## config.mk

```make
export PLATFORM = sky130hd
export DESIGN_NAME = cbr_ts_pacer
export DESIGN_NICKNAME = d
export VERILOG_FILES = /design/src/rtl/cbr_ts_pacer.sv
export SDC_FILE = /design/constraint.sdc
export NUM_CORES = 1
export LEC_CHECK = 0
export BUFFER_PORTS_ARGS = -buffer_cell sky130_fd_sc_hd__buf_2
export CAP_MARGIN = 20
export CORE_MARGIN = 8
export CORE_UTILIZATION = 50
export CTS_CLUSTER_SIZE = 30
export DETAILED_ROUTE_END_ITERATION = 10
export PLACE_DENSITY = 0.73
export SKIP_CTS_REPAIR_TIMING = 1
export SYNTH_ARGS = -nofsm -noshare
export SYNTH_HDL_FRONTEND = slang
export SYNTH_SLANG_ARGS = --single-unit
```

## constraint.sdc

```tcl
create_clock -name rd_clk -period 2.1 [get_ports rd_clk]
set_clock_uncertainty 0.1 [all_clocks]
set_input_delay 0.105 -clock rd_clk [delete_from_list [all_inputs] [get_ports rd_clk]]
set_output_delay 0.105 -clock rd_clk [all_outputs]
set_load 0.01 [all_outputs]
```

## src/rtl/cbr_ts_pacer.sv

```systemverilog
// cbr_ts_pacer: constant-rate TS byte pacer that sends video packets or inserted null packets.
// Defining CBR_PACER_STATS_EN adds the vid_pkt_cnt/null_pkt_cnt packet counters.
module cbr_ts_pacer #(
  parameter logic [12:0] BYTE_PERIOD = 13'd8,
  parameter logic [7:0]  PKT_LEN     = 8'd188
) (
  input  logic        rd_clk,
  input  logic        rst,
  input  logic [7:0]  fifo_dout,
  input  logic        fifo_empty,
  input  logic [12:0] fifo_rd_data_count,
  output logic        fifo_rd_en,
  output logic [7:0]  ts_data,
  output logic        ts_valid,
  output logic        ts_sync,
  output logic        ts_null,
  output logic        underrun,
  output logic        sync_err
`ifdef CBR_PACER_STATS_EN
  ,
  output logic [31:0] vid_pkt_cnt,
  output logic [31:0] null_pkt_cnt
`endif
);
  typedef enum logic [1:0] {IDLE, VID, NUL} state_t;
  state_t      state_q;
  logic [12:0] cnt_q, cnt_d;
  logic [7:0]  idx_q, idx_d, null_byte, out_byte, s1_null_q, ts_data_q;
  logic        tick, cur_vid, s1_valid_q, s1_vid_q, s1_empty_q, s1_idx0_q;
  logic        ts_valid_q, ts_sync_q, ts_null_q, underrun_q, sync_err_q;
  // The packet type is chosen combinationally at the byte-0 tick so the read can issue in that same cycle
  always_comb begin
    tick      = cnt_q == '0;
    cur_vid   = idx_q == '0 ? fifo_rd_data_count >= {5'd0, PKT_LEN} : state_q == VID;
    cnt_d     = cnt_q == BYTE_PERIOD - 13'd1 ? '0 : cnt_q + 13'd1;
    idx_d     = !tick ? idx_q : idx_q == PKT_LEN - 8'd1 ? '0 : idx_q + 8'd1;
    null_byte = idx_q == 8'd0 ? 8'h47 : idx_q == 8'd1 ? 8'h1F : idx_q == 8'd3 ? 8'h10 : 8'hFF;
    out_byte  = !s1_vid_q ? s1_null_q : s1_empty_q ? 8'h00 : fifo_dout;
  end
  always_ff @(posedge rd_clk) begin
    if (rst) begin
      state_q    <= IDLE;
      cnt_q      <= '0;
      idx_q      <= '0;
      s1_valid_q <= 1'b0;
      s1_vid_q   <= 1'b0;
      s1_empty_q <= 1'b0;
      s1_idx0_q  <= 1'b0;
      s1_null_q  <= '0;
      ts_data_q  <= '0;
      ts_valid_q <= 1'b0;
      ts_sync_q  <= 1'b0;
      ts_null_q  <= 1'b0;
      underrun_q <= 1'b0;
      sync_err_q <= 1'b0;
    end else begin
      cnt_q      <= cnt_d;
      idx_q      <= idx_d;
      state_q    <= tick ? (cur_vid ? VID : NUL) : state_q;
      s1_valid_q <= tick;
      s1_vid_q   <= cur_vid;
      s1_empty_q <= fifo_empty;
      s1_idx0_q  <= idx_q == '0;
      s1_null_q  <= null_byte;
      ts_data_q  <= s1_valid_q ? out_byte : ts_data_q;
      ts_valid_q <= s1_valid_q;
      ts_sync_q  <= s1_valid_q & s1_idx0_q;
      ts_null_q  <= s1_valid_q & ~s1_vid_q;
      underrun_q <= s1_valid_q & s1_vid_q & s1_empty_q;
      sync_err_q <= s1_valid_q & s1_vid_q & s1_idx0_q & (out_byte != 8'h47);
    end
  end
  // Reset gates the outputs immediately, so pending pipeline stages never leak out
  assign fifo_rd_en = tick & cur_vid & ~rst;
  assign ts_data    = rst ? 8'h00 : ts_data_q;
  assign ts_valid   = ts_valid_q & ~rst;
  assign ts_sync    = ts_sync_q & ~rst;
  assign ts_null    = ts_null_q & ~rst;
  assign underrun   = underrun_q & ~rst;
  assign sync_err   = sync_err_q & ~rst;
`ifdef CBR_PACER_STATS_EN
  logic [31:0] vid_cnt_q, null_cnt_q;
  always_ff @(posedge rd_clk) begin
    if (rst) begin
      vid_cnt_q  <= '0;
      null_cnt_q <= '0;
    end else if (ts_valid_q & ts_sync_q) begin
      vid_cnt_q  <= ts_null_q ? vid_cnt_q : vid_cnt_q + 32'd1;
      null_cnt_q <= ts_null_q ? null_cnt_q + 32'd1 : null_cnt_q;
    end
  end
  assign vid_pkt_cnt  = vid_cnt_q;
  assign null_pkt_cnt = null_cnt_q;
`endif
endmodule

```

==> impl_metrics.ini <==
[yosys]
yosysWarnings = 0
postSynth.topFlopCell = dfxtp_1
synth-seq-area-share_pct = 44.2
ys_ff_latch = 45
synthArstFlopShare_pct = 0
syn_inst = 240
post_synth.cell_area_avg_um2 = 8.50
syn_nets = 269
netlist_area_um2 = 2040
synth_cell_types = 38
synth_edf_count = 0

[pwr]
max-vdd-ir-drop_mv = 0.360
p_leak_nw = 1.01
power.clock.fraction_pct = 27.4
p_per_area_nw_per_um2 = 712
power.share.switching_pct = 26.2
pwr-share-seq_pct = 53.7
internal_power_mw = 1.30
comb_power_share_pct = 18.9
switching_component_of_the_power_mw = 0.461
totalPowerFinal_mw = 1.76

[global_routing]
grt_max_degree = 25
grt_util_all_layers_pct = 13.0
overflow_left_after_global_routing = 0
global_route_wire_length_before_repair_mm = 6.74
antenna_found_initial = 0
first_global_vias = 1582

[finish]
areaGrowthSynthToFinish_pct = 21.0
num_antenna_cells = 0
fin_cells = 334
nNetsFinal = 314
fraction_of_layout_instances_using_a_drive_strength_above_1_pct = 23.9

[sta]
rsz0062_at_grt = false
min_period_ns = 1.99
max_clk_rate_mhz = 503
final_setup_violation_count = 0
layout_worst_path_cycle_share_pct = 94.6
report.final.hold_viol_count = 0
slew_headroom_pct = 68.6
postLayoutSetupSlackWorst_ns = 0.113
slew_at_the_pin_closest_to_its_max_slew_limit_ns = 0.467
report.final.slew_viol_count = 0

[worst_setup_path]
worst_setup_path_startpoint = cnt_q[0]
cpLargestDelayFamily = simple AND/OR/NAND/NOR gates
worst_r2r_endpoint = idx_q[5]
worst_r2r_path_depth = 7
max_stage_delay_ns = 0.50
path_max_fanout = 7
critical_path_cell_count = 7
worst_ep_arrival_time_ns = 2.11
r2r-start = cnt_q[0]
path_buf_inv = 2
setup_slack_of_the_most_critical_reg_to_reg_path_ns = 0.11
timing_worst_setup_path_type = register to register
worst_path_required_time_ns = 2.23
cp_cell_sequence = inv_1 -> ha_1 -> nor4b_4 -> nand4_4 -> buf_12 -> or4_1 -> a21oi_1
critPathSlowestCell = or4_1
cp-start-kind = register
critPathCapture = idx_q[5]
critical_path.endpoint_type = register

[floorplanning]
die_x_um = 79.9
die-height_um = 79.9
placeable_core_area_um2 = 3970
area_enclosed_by_the_die_boundary_um2 = 6380
ios = 38
initial_utilization_pct = 51.4
rows = 23

[clock_network]
clk_pin_slew_ns = 0.07
cts_buffer_count = 5
insertion_delay_ns = 0.29
cts.htree.levels = 2
clk_root_buffer_cell = clkbuf_8
clock_tree_from_tritoncts = done
numClockSinks = 45
max-clock-path-buffers = 2

[routing]
drt-total-wl_mm = 4.09
first_iter_violations = 45
drt_pre_antenna_iters = 4
wl_per_cell_um = 12.2
vias_per_cell = 5.25
drt_drc_violations_left = 0
antenna_violating_nets_post_route = 0
vias = 1752

[place]
io_buffers = 35
dp_worst_setup_slack_ns = 0.132
post-place-cells = 323
gpl.final_weighted_congestion = 0.786
hpwl_after_dpl_mm = 2.97

[worst_hold_path]
min_path_type = input port to register

[flow_run]
cap_violations = 0

[outcome]
outcome = finished clean
-- area by class of cell --
cell class	instances	area (um2)
clock buffer	5	68.8
clock inverter	1	5.00
fill	343	1500
inverter	11	41.3
multi-input combinational	172	1080
sequential	45	906
tap	50	62.6
timing repair buffer	50	303
-- routing by layer --
| layer | vias to the layer above | global-route usage [%] | share of wire [%] |
|---|---|---|---|
| li1 | 913 | - | - |
| met1 | 799 | 15.0 | 45 |
| met2 | 33 | 21.4 | 47 |
| met3 | 7 | 4.73 | 6.5 |
| met4 | 0 | 4.91 | 1.4 |
| met5 | - | 0 | 0 |
-- cells in the mapped netlist (all sizes together), types with 5 or more instances --
cell type | instances | area share, %
clkbuf | 10 | 1.8
ha | 5 | 3.1
a211oi | 5 | 1.8
dfxtp | 45 | 44
xnor2 | 9 | 3.9
o21ai | 8 | 2.0
nor2 | 32 | 5.9
nand3 | 8 | 2.0
inv | 11 | 2.0
a21oi | 22 | 5.4
nor2b | 21 | 6.4
nand4 | 5 | 1.8
nand2 | 11 | 2.0
nor3 | 10 | 2.5
-- tightest hold or removal path, stage by stage --
cell and delay [ns]:
buf_2 0.10, a21oi_1 0.11, nor3_1 0.05
-- registers in the layout, indices dropped and copies added (netlist names) --
register / flops
ts_sync_q: 1
underrun_q: 1
ts_null_q: 1
idx_q: 8
ts_data_q: 8
s1_vid_q: 1
cnt_q: 13
s1_valid_q: 1
s1_null_q: 5
ts_valid_q: 1
state_q: 2
s1_empty_q: 1
sync_err_q: 1
s1_idx0_q: 1
-- cell usage in the layout, fill, tap and decap left out, types with 8 or more instances in the layout --
cell and count:
dfxtp_1 43, buf_2 35, nand2_1 11, o21ai_0 8
nand3_1 8, xnor2_1 9, buf_4 13, nor2b_1 21
nor2_1 32, inv_1 9, nor3_1 8, a21oi_1 22
-- power by group through the flow --
stage	Clock [mW]	Sequential (mW)	Combinational [mW]
5_1_grt	0.533	0.952	0.376
3_5_place_dp	0	0.964	0.287
2_1_floorplan	0	0.958	0.204
4_1_cts	0.501	0.944	0.288
6_report	0.482	0.944	0.333
3_3_place_gp	0	0.961	0.281
-- per-stage QoR --
| stage | util, % | hold slack (ns) | TNS, ns | instance area (um2) |
|---|---|---|---|---|
| 2_1_floorplan | - | 0.0856 | 0 | 2040 |
| 3_3_place_gp | 57.9 | 0.213 | 0 | 2300 |
| 3_5_place_dp | 57.9 | 0.222 | 0 | 2300 |
| 4_1_cts | 59.7 | -0.0848 | -0.141 | 2370 |
| 5_1_grt | 62.2 | 0.0499 | 0 | 2470 |
| 6_report | 62.2 | 0.0279 | 0 | 2470 |
-- worst min path at each step --
stage / slack, ns / depth (start not counted) / endpoint / startpoint
2_1_floorplan: 0.09 / 1 / s1_valid_q / rst
3_3_place_gp: 0.21 / 2 / s1_empty_q / fifo_empty
3_5_place_dp: 0.22 / 2 / s1_empty_q / fifo_empty
4_1_cts: -0.08 / 2 / s1_empty_q / fifo_empty
5_1_grt: 0.05 / 3 / ts_data_q[1] / fifo_dout[1]
6_report: 0.03 / 3 / ts_data_q[1] / fifo_dout[1]
-- cells by family (layout without fill, tap and decap cells) --
kind of cell	count (synthesis)	count (layout)	synth area share (%)
fa+ha+maj	5	5	3.07
simple gates	108	108	29.0
flops	45	45	44.2
buf+inv	23	67	4.66
xor+xnor	11	11	4.72
compound gates	48	48	14.4
Power figures use the tool's default switching activity.
